[config.mk]
export PLATFORM = sky130hd
export DESIGN_NAME = dds_phase_gen
export DESIGN_NICKNAME = d
export VERILOG_FILES = /design/src/rtl/dds_pkg.sv /design/src/rtl/dds_phase_gen.sv
export SDC_FILE = /design/constraint.sdc
export NUM_CORES = 1
export LEC_CHECK = 0
export ABC_AREA = 0
export BUFFER_PORTS_ARGS = -buffer_cell sky130_fd_sc_hd__buf_2
export CORE_MARGIN = 1.5
export CORE_UTILIZATION = 50
export DETAILED_ROUTE_END_ITERATION = 10
export GPL_TIMING_DRIVEN = 0
export PLACE_DENSITY = 0.78
export RECOVER_POWER = 25
export SYNTH_ARGS = -nofsm -noshare
export SYNTH_HDL_FRONTEND = slang
export SYNTH_SLANG_ARGS = --single-unit
[constraint.sdc]
create_clock -name clk -period 4.2 [get_ports clk]
set_input_delay 0.63 -clock clk [delete_from_list [all_inputs] [get_ports clk]]
set_output_delay 0.63 -clock clk [all_outputs]
set_load 0.05 [all_outputs]
[src/rtl/dds_pkg.sv]
// Shared definitions for the DDS phase generator: default widths, the
// sweep FSM state encoding and the accumulator increment that moves the
// LUT address by exactly one entry.
package dds_pkg;

    localparam int DDS_ACC_W  = 32;
    localparam int DDS_ADDR_W = 8;

    // Two operating modes: fixed frequency, or linear FTW ramp (chirp).
    typedef enum logic {
        ST_RUN   = 1'b0,
        ST_SWEEP = 1'b1
    } state_e;

    // Tuning word that advances the LUT address by one entry per cycle.
    localparam logic [63:0] FTW_PER_STEP = 64'd1 << (DDS_ACC_W - DDS_ADDR_W);

endpackage

[src/rtl/dds_phase_gen.sv]
// Phase accumulator front end of the DDS chain. Advances a phase
// accumulator by the tuning word on enabled cycles, adds a phase offset to
// the top address bits and presents a registered address to the sine LUT.
// The tuning word is reloaded through a valid/ready handshake and can be
// ramped linearly towards a stop value (chirp).
module dds_phase_gen
    import dds_pkg::*;
#(
    parameter int ACC_W  = DDS_ACC_W,
    parameter int ADDR_W = DDS_ADDR_W
) (
    input  logic              clk,
    input  logic              rst_n,
    input  logic              en,
    input  logic              phase_clr,
    input  logic [ACC_W-1:0]  ftw_in,
    input  logic              ftw_valid,
    output logic              ftw_ready,
    input  logic              sweep_en,
    input  logic [ACC_W-1:0]  sweep_step,
    input  logic [ACC_W-1:0]  sweep_stop,
    input  logic [ADDR_W-1:0] phase_off,
    output logic [ADDR_W-1:0] lookup,
    output logic              wrap,
    output logic              sweep_done
);

    state_e              state_q, state_d;
    logic [ACC_W-1:0]    acc_q, acc_d;
    logic [ACC_W-1:0]    ftw_q, ftw_d;
    logic [ADDR_W-1:0]   lookup_q, lookup_d;
    logic                wrap_q, wrap_d;
    logic                sweep_done_q, sweep_done_d;
    logic                ftw_ready_q, ftw_ready_d;

    // One extra bit on both sums: the accumulator carry is the wrap flag,
    // and the sweep compare must see a tuning word that overflows ACC_W.
    logic [ACC_W:0]      acc_sum;
    logic [ACC_W:0]      sweep_sum;
    logic                ftw_accept;

    assign acc_sum    = {1'b0, acc_q} + {1'b0, ftw_q};
    assign sweep_sum  = {1'b0, ftw_q} + {1'b0, sweep_step};
    assign ftw_accept = ftw_valid & ftw_ready_q;

    // Accumulator update: clear wins over the increment and ignores en.
    always_comb begin
        acc_d  = acc_q;
        wrap_d = 1'b0;
        if (phase_clr) begin
            acc_d  = '0;
            wrap_d = 1'b0;
        end else if (en) begin
            acc_d  = acc_sum[ACC_W-1:0];
            wrap_d = acc_sum[ACC_W];
        end
    end

    // Mode FSM and tuning word: sweep ramp while in SWEEP, reload on accept.
    always_comb begin
        state_d      = state_q;
        ftw_d        = ftw_q;
        sweep_done_d = 1'b0;
        case (state_q)
            ST_RUN: begin
                if (ftw_accept) begin
                    ftw_d = ftw_in;
                    if (sweep_en) begin
                        state_d = ST_SWEEP;
                    end
                end
            end
            ST_SWEEP: begin
                // en low freezes the ramp; ready is low so no reload here.
                if (en) begin
                    if (sweep_sum >= {1'b0, sweep_stop}) begin
                        ftw_d        = sweep_stop;
                        sweep_done_d = 1'b1;
                        state_d      = ST_RUN;
                    end else begin
                        ftw_d = sweep_sum[ACC_W-1:0];
                    end
                end
            end
            default: begin
                state_d = ST_RUN;
            end
        endcase
        // Ready is registered but follows the state we are about to enter,
        // so it drops on the very edge a sweep is started.
        ftw_ready_d = (state_d == ST_RUN);
    end

    // LUT address from the new accumulator value; phase_off is applied
    // every edge so offset changes show up even while en is low.
    always_comb begin
        lookup_d = acc_d[ACC_W-1 -: ADDR_W] + phase_off;
    end

    // State registers with asynchronous active-low reset.
    always_ff @(posedge clk or negedge rst_n) begin
        if (!rst_n) begin
            state_q      <= ST_RUN;
            acc_q        <= '0;
            ftw_q        <= '0;
            lookup_q     <= '0;
            wrap_q       <= 1'b0;
            sweep_done_q <= 1'b0;
            ftw_ready_q  <= 1'b0;
        end else begin
            state_q      <= state_d;
            acc_q        <= acc_d;
            ftw_q        <= ftw_d;
            lookup_q     <= lookup_d;
            wrap_q       <= wrap_d;
            sweep_done_q <= sweep_done_d;
            ftw_ready_q  <= ftw_ready_d;
        end
    end

    assign lookup     = lookup_q;
    assign wrap       = wrap_q;
    assign sweep_done = sweep_done_q;
    assign ftw_ready  = ftw_ready_q;

endmodule

==> summary by stage <==
GRT
The first-pass GRT wire length is 45300 um. The total routing usage reported by global routing is 32.7%. The pin count of the biggest net entering global routing is 55. After global routing the overflow that remains totals 0. The number of antenna violations at the first check in global routing is 0.

The via count of the first global-routing pass is slightly below 9k.

Route
The detailed router placed roughly 9.2k vias in this run. The detail route stage leaves a number of antenna-violating nets equal to 0. In the final routed layout, each cell accounts on average for 20.4 um. Dividing the detail-routed via count by the number of cells gives around 6.4. The count of TritonRoute iterations in the first routing pass is 5. After the first detailed-routing iteration, the DRC count stood at ~970. The residual DRC count is 0.

The total wire length after detailed routing is a little under 30000 um.

Clock network
The root buffer selected by CTS is clkbuf_16. The clock tree from TritonCTS is yes. Clock-pin slew was measured on the worst setup and hold paths at 70 ps. The maximum buffer depth of the clock tree is 2. The count of H-tree levels built during CTS is 3.

The number of sinks driven by the clock tree is 76. The worst-skew pair later-pin latency is between 300 and 400 ps. The number of buffers added by the clock tree synthesis step is 9.

Power and ir drop
The clock network burns 8.2% of the power. The analysis attributes to net switching a power of approximately 5.0 mW. The standby leakage power is ~4.8 nW. The internal power component is 4.87 mW. The total power divided by cell area is a little over 900 mW/mm2.

Across the VDD grid, the largest voltage drop is 434 uV. In this run switching power makes up approximately 51% of total power. The part of the total power dissipated in combinational logic is 76.8%. Per report_power, the sequential group accounts for between 10% and 20% of the total.

Setup path
In this design, the stage delay of the slowest critical-path cell is 530 ps. The required time at the worst-slack endpoint is between 4000 and 5000 ps. The signal on the critical path passes through ha_1, buf_2, o21a_1, o211ai_1, a2111o_1, buf_6, a21oi_4, o21ai_0, a221oi_2, ha_1, a21oi_1, o21ai_0, a2111oi_2, buf_4, nand3_2, buf_8, or4b_1, o211ai_1. The classification of the worst setup path is reg -> reg. The number of buffers and inverters on the critical path is 4. STA classifies the critical path endpoint as a flop. The category of the worst setup path launch point is a flop. The dominant delay contributor by cell family on the critical path is compound AO/OA/AOI/OAI gates. STA puts the critical path data arrival time at around 5000 ps. The critical path's slowest cell is a2111o_1. In this run the worst path has a maximum fanout of 8.

Layout
The library cell used most frequently in the layout, excluding fill and tap cells, is buf_2. The final layout contains between 1k and 1.5k nets. The area growth from synthesis to layout is 27.4%.

Cells fill roughly two thirds of the core in the end. The number of standard cells in the final layout excluding fillers is approximately 1.4k. The top cell types in the final layout, fill and taps aside, are buf_2, a21oi_1, ha_1, nor2_1, nand2_1. The number of antenna cells inserted is 0. The finished cells cover 0.0106 mm2. The share of layout cells above drive strength 1 is between 20% and 30%.

Timing
For the pin with the worst max-slew slack, the measured transition is between 1500 and 2000 ps. The final count of hold timing violations was 0. Setup violations remaining at the end of the flow were counted as 37. For this run, the top clock speed supported by timing is 217 MHz.

The final critical path time including I/O delays and setup is roughly 4600 ps. Setup repair after global routing could not meet its margin everywhere. The number of pins with negative max-slew slack in the final report is 49. Across all setup checks in the final design, the least slack found is -408 ps. The final worst-path cycle share is 110%. The clock arrives with between 8 and 9 ps of skew. Measured against its own limit, the worst slew margin works out to -0.0909%.

Placed design
The last weighted congestion value of the routability-driven placer is around 0.95. The number of input and output port buffers inserted is between 100 and 150. The HPWL after detailed placement is 21200 um. In this run, placement finished with an instance count of 1357. The placed instances occupy a cell area of ~0.0094 mm2.

Synthesis
The number of flops mapped to enable cells by yosys is 0. The average instance in the mapped netlist occupies 8.14 um2. The sequential fraction of the synthesis area is a little under a quarter.

Of all flip-flops after synthesis, the portion carrying an async set or reset was 100%. The cell area after synthesis is between 0.008 and 0.009 mm2. Counting distinct cell types in the post-synthesis netlist gives 82. The flop and latch count out of synthesis is between 70 and 80.

In the synthesized netlist, the number of instances is ~1.0k. The number of nets in the synthesized netlist is about 1.2k. During synthesis, Yosys emitted a total of 0 warnings. The most common flop cell mapped by yosys is dfrtp_1.

Floorplan
The floorplan step set the die width to 132 um. The number of rows created at floorplan is 46. The initial standard-cell utilization of the core is roughly half.

From bottom edge to top edge, the die measures about 130 um. The area of the placeable core is roughly 0.016 mm2. The die area is 0.0174 mm2. The count of boundary I/O pins is 121.

Outcome
The final reports fail on max-capacitance violations, max-slew violations, negative setup slack. The flow ran to the end, but the final reports show violations.

Worst hold path
The worst hold path class is in -> reg.

Job
Max-cap violations in this run came to 1.
==> per-stage QoR <==
stage	hold WS, ps	worst slack, ps	power [mW]	TNS (ps)
after detailed placement	500	-1160	7.63	-33510
final	502	-408	9.85	-11600
after floorplan	334	-116	6.15	-735
after global routing	502	-509	10.5	-15160
after CTS	179	-291	9.33	-8310
after global placement	486	-1130	7.50	-32220
==> logic make-up after synthesis <==
group / count (synthesis) / share of synthesized area (%)
XOR/XNOR: 49 / 5.35
AO/OA/AOI/OAI: 340 / 27.7
multiplexers: 16 / 1.93
buffers and inverters: 97 / 4.55
flip-flops: 76 / 22.9
AND/OR/NAND/NOR: 336 / 21.4
adder cells (fa/ha/maj): 106 / 16.2
==> state kept, by name, indices dropped and copies added, names as in the netlist <==
register    cells
acc_q          32
ftw_q          32
ftw_ready       1
lookup          8
state_q         1
sweep_done      1
wrap            1
==> worst paths after layout <==
| kind | from | to | slack, ps | depth (start not counted) |
|---|---|---|---|---|
| max in group asynchronous | rst_n | ftw_q[10] | 1490 | 2 |
| min in group asynchronous | rst_n | acc_q[18] | 510 | 1 |
| worst max register to register | ftw_q[7] | ftw_q[11] | -410 | 18 |
| worst min register to register | acc_q[19] | acc_q[19] | 520 | 2 |
| worst min-delay path | ftw_in[12] | ftw_q[12] | 500 | 3 |
| worst max-delay path | ftw_q[7] | ftw_q[11] | -410 | 18 |
==> what timing repair did <==
item,in CTS,in global routing
hold endpoints to repair,0,0
hold buffers,0,0
buffers inserted,42,9
pin swaps,61,29
cloned,3,0
endpoints found under the setup margin,38,38
gates resized for setup,74,41
==> area by class of cell <==
cell class | instances | area, um2
flip-flops and latches | 76 | 1920
repair buffers | 174 | 1070
clock inverters | 6 | 51.3
clock buffers | 10 | 239
plain buffers | 45 | 249
well taps | 216 | 270
inverters | 50 | 188
fillers | 1320 | 5480
multi-input cells | 847 | 6600
==> cells in the mapped netlist, types with 16 or more instances <==
library cell  count  share of area (%)
dfrtp_1          76                 23
nand2_1          64                2.9
o21a_1           19                1.7
a21oi_1          97                5.8
a21o_1           32                2.9
nor2_1           73                3.3
nand4_1          24                1.8
a211oi_1         25                2.3
xnor2_1          36                3.8
nor3_1           29                1.7
o211ai_1         28                2.5
nand3_1          22                1.3
inv_1            50                2.3
o21ai_0          61                3.7
ha_1            103                 16
and3_1           41                3.1
clkbuf_1         36                1.6
mux2i_1          16                1.9
==> worst reg2reg max path: stages, from the launching register on <==
cell and delay, ps:
dfrtp_2 440, ha_1 290, buf_2 170, o21a_1 140
o211ai_1 140, a2111o_1 530, buf_6 180, a21oi_4 160
o21ai_0 120, a221oi_2 310, ha_1 340, a21oi_1 190
o21ai_0 130, a2111oi_2 320, buf_4 200, nand3_2 140
buf_8 180, or4b_1 470, o211ai_1 90
==> power by group through the flow <==
stage	Combinational (mW)	Clock (mW)	Sequential, mW
floorplan	4.70	0	1.46
detailed placement	6.16	0	1.47
finish	7.57	0.803	1.48
global route	8.19	0.844	1.50
global placement	6.03	0	1.47
CTS	7.08	0.802	1.45
==> routing by layer <==
metal / track usage (%) / vias to the layer above / routed length (um)
li1: - / 4207 / -
met1: 44.8 / 4315 / 12000
met2: 49.9 / 546 / 12700
met3: 6.38 / 97 / 2990
met4: 14.7 / 0 / 1340
met5: 0 / - / 0
No activity file was read; power rests on OpenSTA's default activity.
